### src/rtl/ppu_render_sequencer.sv
// Frame/scanline scheduler for the VRAM load FSM: walks the visible screen in tile-wide
// segments with fine-X scroll, and produces vblank timing, NMI and sprite-0 status.
module ppu_render_sequencer #(
    parameter int SCREEN_ROWS   = 240,
    parameter int SCREEN_COLS   = 256,
    parameter int SEG_W         = 8,
    parameter int VBLANK_CYCLES = 2273,
    parameter int BUSY_TIMEOUT  = 500
) (
    input  logic       clk,
    input  logic       rst,
    input  logic       run,
    input  logic [7:0] ppu_ctrl1,
    input  logic [7:0] ppu_ctrl2,
    input  logic [2:0] fine_x,
    input  logic       fsm_busy,
    input  logic       sprite_0_hit,
    input  logic       status_rd,
    output logic       fsm_start,
    output logic [8:0] curr_row,
    output logic [8:0] curr_col,
    output logic       vblank,
    output logic       vblank_flag,
    output logic       nmi,
    output logic       sprite0_flag,
    output logic       timeout_err,
    output logic       frame_done
);
    localparam int WAIT_W = $clog2(BUSY_TIMEOUT + 1);
    localparam int VB_W   = $clog2(VBLANK_CYCLES + 1);

    typedef enum logic [2:0] {
        S_IDLE,
        S_ROW_START,
        S_ISSUE,
        S_GUARD,
        S_WAIT,
        S_NEXT,
        S_VBLANK
    } state_t;

    state_t            state_reg, state_next;
    logic [8:0]        row_reg, col_reg;
    logic [WAIT_W-1:0] wait_cnt_reg;
    logic [VB_W-1:0]   vb_cnt_reg;
    logic              vblank_flag_reg, nmi_reg, sprite0_reg, timeout_reg, frame_done_reg;

    logic       render_en, wait_expired, vb_last, col_in_row, row_last;
    logic [9:0] col_sum;
    logic [8:0] row_sum;
    logic       ctrl_unused;

    assign render_en    = |ppu_ctrl2[4:3];
    // One extra bit so that 248 + 8 compares as 256 instead of wrapping negative.
    assign col_sum      = {col_reg[8], col_reg} + 10'(SEG_W);
    assign col_in_row   = $signed(col_sum) < $signed(10'(SCREEN_COLS));
    assign row_sum      = row_reg + 9'd1;
    assign row_last     = (row_sum == 9'(SCREEN_ROWS));
    assign wait_expired = (wait_cnt_reg == WAIT_W'(BUSY_TIMEOUT - 1));
    assign vb_last      = (vb_cnt_reg == VB_W'(VBLANK_CYCLES - 1));
    assign ctrl_unused  = ^{ppu_ctrl1[6:0], ppu_ctrl2[7:5], ppu_ctrl2[2:0]};

    always_ff @(posedge clk or negedge rst) begin
        if (!rst) begin
            state_reg <= S_IDLE;
        end else begin
            state_reg <= state_next;
        end
    end

    always_comb begin
        state_next = state_reg;
        fsm_start  = 1'b0;
        case (state_reg)
            S_IDLE: begin
                if (run) state_next = S_ROW_START;
            end
            S_ROW_START: state_next = S_ISSUE;
            S_ISSUE: begin
                if (render_en) begin
                    fsm_start  = 1'b1;
                    state_next = S_GUARD;
                end else begin
                    state_next = S_NEXT;
                end
            end
            // The load FSM raises busy one cycle after start, so skip that cycle.
            S_GUARD: state_next = S_WAIT;
            S_WAIT: begin
                if (!fsm_busy || wait_expired) state_next = S_NEXT;
            end
            S_NEXT: begin
                if (!run)            state_next = S_IDLE;
                else if (col_in_row) state_next = S_ISSUE;
                else if (row_last)   state_next = S_VBLANK;
                else                 state_next = S_ROW_START;
            end
            S_VBLANK: begin
                if (vb_last) state_next = run ? S_ROW_START : S_IDLE;
            end
            default: state_next = S_IDLE;
        endcase
    end

    always_ff @(posedge clk or negedge rst) begin
        if (!rst) begin
            row_reg         <= '0;
            col_reg         <= '0;
            wait_cnt_reg    <= '0;
            vb_cnt_reg      <= '0;
            vblank_flag_reg <= 1'b0;
            nmi_reg         <= 1'b0;
            sprite0_reg     <= 1'b0;
            timeout_reg     <= 1'b0;
            frame_done_reg  <= 1'b0;
        end else begin
            frame_done_reg <= 1'b0;
            nmi_reg        <= vblank_flag_reg & ppu_ctrl1[7];
            // Placed before the state case so a same-cycle vblank entry overrides the clear.
            if (status_rd) vblank_flag_reg <= 1'b0;
            if ((state_reg == S_GUARD || state_reg == S_WAIT) && sprite_0_hit)
                sprite0_reg <= 1'b1;
            case (state_reg)
                S_ROW_START: col_reg <= 9'd0 - 9'(fine_x);
                S_GUARD:     wait_cnt_reg <= '0;
                S_WAIT: begin
                    if (fsm_busy) begin
                        if (wait_expired) timeout_reg <= 1'b1;
                        else              wait_cnt_reg <= wait_cnt_reg + WAIT_W'(1);
                    end
                end
                S_NEXT: begin
                    if (run) begin
                        col_reg <= col_sum[8:0];
                        if (!col_in_row) begin
                            row_reg <= row_sum;
                            if (row_last) begin
                                frame_done_reg  <= 1'b1;
                                vblank_flag_reg <= 1'b1;
                                vb_cnt_reg      <= '0;
                            end
                        end
                    end
                end
                S_VBLANK: begin
                    vb_cnt_reg <= vb_cnt_reg + VB_W'(1);
                    if (vb_last) begin
                        row_reg         <= '0;
                        vblank_flag_reg <= 1'b0;
                        sprite0_reg     <= 1'b0;
                    end
                end
                default: ;
            endcase
        end
    end

    assign curr_row     = row_reg;
    assign curr_col     = col_reg;
    assign vblank       = (state_reg == S_VBLANK);
    assign vblank_flag  = vblank_flag_reg;
    assign nmi          = nmi_reg;
    assign sprite0_flag = sprite0_reg;
    assign timeout_err  = timeout_reg;
    assign frame_done   = frame_done_reg;

endmodule
### config.mk
export PLATFORM = sky130hd
export DESIGN_NAME = ppu_render_sequencer
export DESIGN_NICKNAME = d
export VERILOG_FILES = /design/src/rtl/ppu_render_sequencer.sv
export SDC_FILE = /design/constraint.sdc
export NUM_CORES = 1
export LEC_CHECK = 0
export CORE_ASPECT_RATIO = 0.75
export CORE_UTILIZATION = 45
export DETAILED_ROUTE_END_ITERATION = 8
export HOLD_SLACK_MARGIN = 0.12
export MAX_ROUTING_LAYER = met4
export PLACE_DENSITY = 0.71
export SYNTH_ARGS = -nofsm -noshare
export SYNTH_HDL_FRONTEND = slang
export SYNTH_SLANG_ARGS = --single-unit
### constraint.sdc
create_clock -name clk -period 2.3 [get_ports clk]
set_input_delay 0.46 -clock clk [delete_from_list [all_inputs] [get_ports clk]]
set_output_delay 0.46 -clock clk [all_outputs]
set_load 0.01 [all_outputs]
==> impl_metrics.py <==
metrics = {
    "outcome": {
        "outcome": "completed",
    },
    "clock_tree": {
        "cts_buffers": 5,
        "cts-root-buf": "clkbuf_8",
        "clock_latency_ns": 0.30,
        "cts_buffer_depth": 2,
        "cts.sink_count": 47,
        "htree_levels": 2,
        "path_clk_slew_ns": 0.09,
        "cts_tree": "yes",
    },
    "floorplan": {
        "core_mm2": 0.00541,
        "die_w_um": 88.9,
        "core.rowCount": 23,
        "ioPinCount": 50,
        "die_h_um": 67.2,
        "die_area_mm2": 0.00597,
        "start_util_pct": 47.1,
    },
    "yosys": {
        "yosys_warnings": 0,
        "synth_nets": 310,
        "syn_area_per_cell_um2": 9.14,
        "synthArstFlopShare_pct": 100,
        "seq_area_frac_synth_pct": 46.1,
        "ys_ff_latch": 47,
        "postSynthCellCount": 279,
        "netlist_area_mm2": 0.00255,
        "synth.distinct_cells": 47,
        "synth-edff-count": 0,
        "synth_flop_cell": "dfrtp_1",
    },
    "grt": {
        "antenna_found_initial": 0,
        "grt_pass1_vias": 2161,
        "track_usage_pct": 22.0,
        "grt_max_degree": 48,
        "grt_overflow": 0,
        "grt_first_pass_wirelength_mm": 9.80,
    },
    "timing": {
        "grt_setup_unrepaired": "yes",
        "relSlewSlack_pct": 55.1,
        "period_share_pct": 94.9,
        "hold_violations": 0,
        "setup_viol": 0,
        "holdWs_ns": 0.236,
        "slew_violations": 0,
        "timing.fmax_ghz": 0.458,
        "finalClockSkew_ns": 0.00932,
        "tightest_slew_ns": 0.674,
        "post-route-min-period_ns": 2.18,
    },
    "worst_setup_path": {
        "cpLargestDelayFamily": "buffers and inverters",
        "cp.buffers_inverters": 2,
        "end_kind": "output pin",
        "crit_path_top_delay_cell": "clkdlybuf4s50_1",
        "slowest_delay_ns": 0.52,
        "cp_max_fo": 7,
        "startpoint_type": "flip-flop",
        "ff2ff_path_depth": 7,
        "required_ns": 1.84,
        "worstSetupPathType": "flip-flop to output pin",
        "rr_startpoint": "vb_cnt_reg[0]",
        "rr_endpoint": "state_reg[0]",
        "regToRegSetupSlack_ns": 0.21,
        "cp.arrival_ns": 1.72,
        "crit_chain": "nor2b_1 > o211ai_1 > inv_1 > clkdlybuf4s50_1",
    },
    "layout": {
        "n_antenna_cell": 0,
        "mostFrequentLayoutCells": "46 x dfrtp_1, 41 x nand2_1, 35 x clkdlybuf4s50_1",
        "post-route-util_pct": 59.1,
        "final_common_cell": "dfrtp_1",
        "area_delta_synth_final_pct": 25.4,
        "layout-drive-gt1-share_pct": 9.94,
        "largest_register_ff_count": 12,
        "nNetsFinal": 364,
    },
    "route": {
        "wire_per_inst_um": 13.7,
        "wl_mm": 5.60,
        "drt_iter0_markers": 80,
        "vias_per_cell": 5.58,
        "drc": 0,
        "first_pass_iters": 4,
        "num_vias": 2271,
        "ant_nets": 0,
    },
    "place": {
        "portBuffers": 36,
        "gp_congestion": 0.812,
        "dp_hpwl_mm": 4.02,
    },
    "job": {
        "max_cap_violations": 0,
    },
    "power": {
        "p_leak_nw": 1.42,
        "cellPowerDensity_mw_per_mm2": 423,
        "ir_drop_mv": 0.270,
    },
    "hold_path": {
        "min_path_type": "input port to async pin",
    },
}
[routing by layer]
metal | global-route usage (%) | wire length [um] | vias up
li1 | - | - | 1120
met5 | - | 0 | -
met1 | 28.5 | 2800 | 1096
met3 | 4.28 | 189 | 9
met2 | 34.8 | 2520 | 46
met4 | 7.66 | 80 | 0
[through the flow]
step	std cells	setup slack, ns	total power (W)	instance area [um2]	TNS, ns
after floorplan	279	0.339	0.000856	2550	0
after global placement	401	0.0861	0.000903	3120	0
after detailed placement	401	0.0261	0.000905	3120	0
after CTS	407	0.0882	0.00137	3190	0
after global routing	407	-0.0131	0.00141	3200	-0.0234
final	407	0.118	0.00135	3200	0
[worst max-delay path by stage]
| stage | startpoint | endpoint | slack [ns] | cells after the start |
|---|---|---|---|---|
| finish | state_reg[2] | fsm_start | 0.12 | 4 |
| global route | vb_cnt_reg[0] | curr_row[6] | -0.01 | 8 |
| CTS | state_reg[0] | vblank | 0.09 | 3 |
| detailed placement | run | vb_cnt_reg[7] | 0.03 | 7 |
| global placement | run | vb_cnt_reg[8] | 0.09 | 7 |
| floorplan | curr_row[0] | vb_cnt_reg[8] | 0.34 | 7 |
[logic make-up (layout without fill, tap and decap cells)]
kind of cell | after synthesis | after routing | synth area share, %
flops | 47 | 47 | 46.1
mux | 4 | 4 | 1.67
compound gates | 71 | 71 | 17.0
fa+ha+maj | 6 | 6 | 2.95
simple gates | 122 | 122 | 25.4
xor+xnor | 12 | 12 | 4.12
buf+inv | 17 | 70 | 2.70
[cells in the mapped netlist (all sizes together), types with 5 or more instances]
cell type	instances	share of area, %
or4	9	2.7
inv	11	1.6
nand2	41	6.0
o21ai	25	4.9
nor2	17	2.5
nor3	6	1.4
xor2	8	2.7
ha	6	2.9
nand3	13	2.6
o31ai	8	2.4
a21oi	28	5.5
nand4	8	2.0
and3	5	1.2
dfrtp	47	46
[where the power goes]
part           internal [W]  switching (W)  total (W)
combinational     0.0000268      0.0000297  0.0000565
sequential         0.000828     0.00000182   0.000830
clock              0.000203       0.000264   0.000467
[worst reg2reg max path: cells and delay by family (launching register included)]
family	cells	cell delay (ns)
AOI/OAI and AO/OA	1	0.23
adders and majority gates	1	0.15
DFF	1	0.39
buffers and inverters	1	0.08
and+or+nand+nor	4	1.14
[timing repair]
action                                  CTS  global route
endpoints found under the setup margin    0             4
hold buffers                              0             0
gates resized for setup                   0             3
buffers inserted                          0             0
hold endpoints to repair                  0             0
[area by class of cell]
type | count | area (um2)
clock buffers | 6 | 72.6
fillers | 508 | 2210
inverters | 12 | 45.0
multi-input cells | 215 | 1310
flip-flops and latches | 47 | 1180
well taps | 75 | 93.8
repair buffers | 52 | 500
No activity file was read; power rests on OpenSTA's default activity.
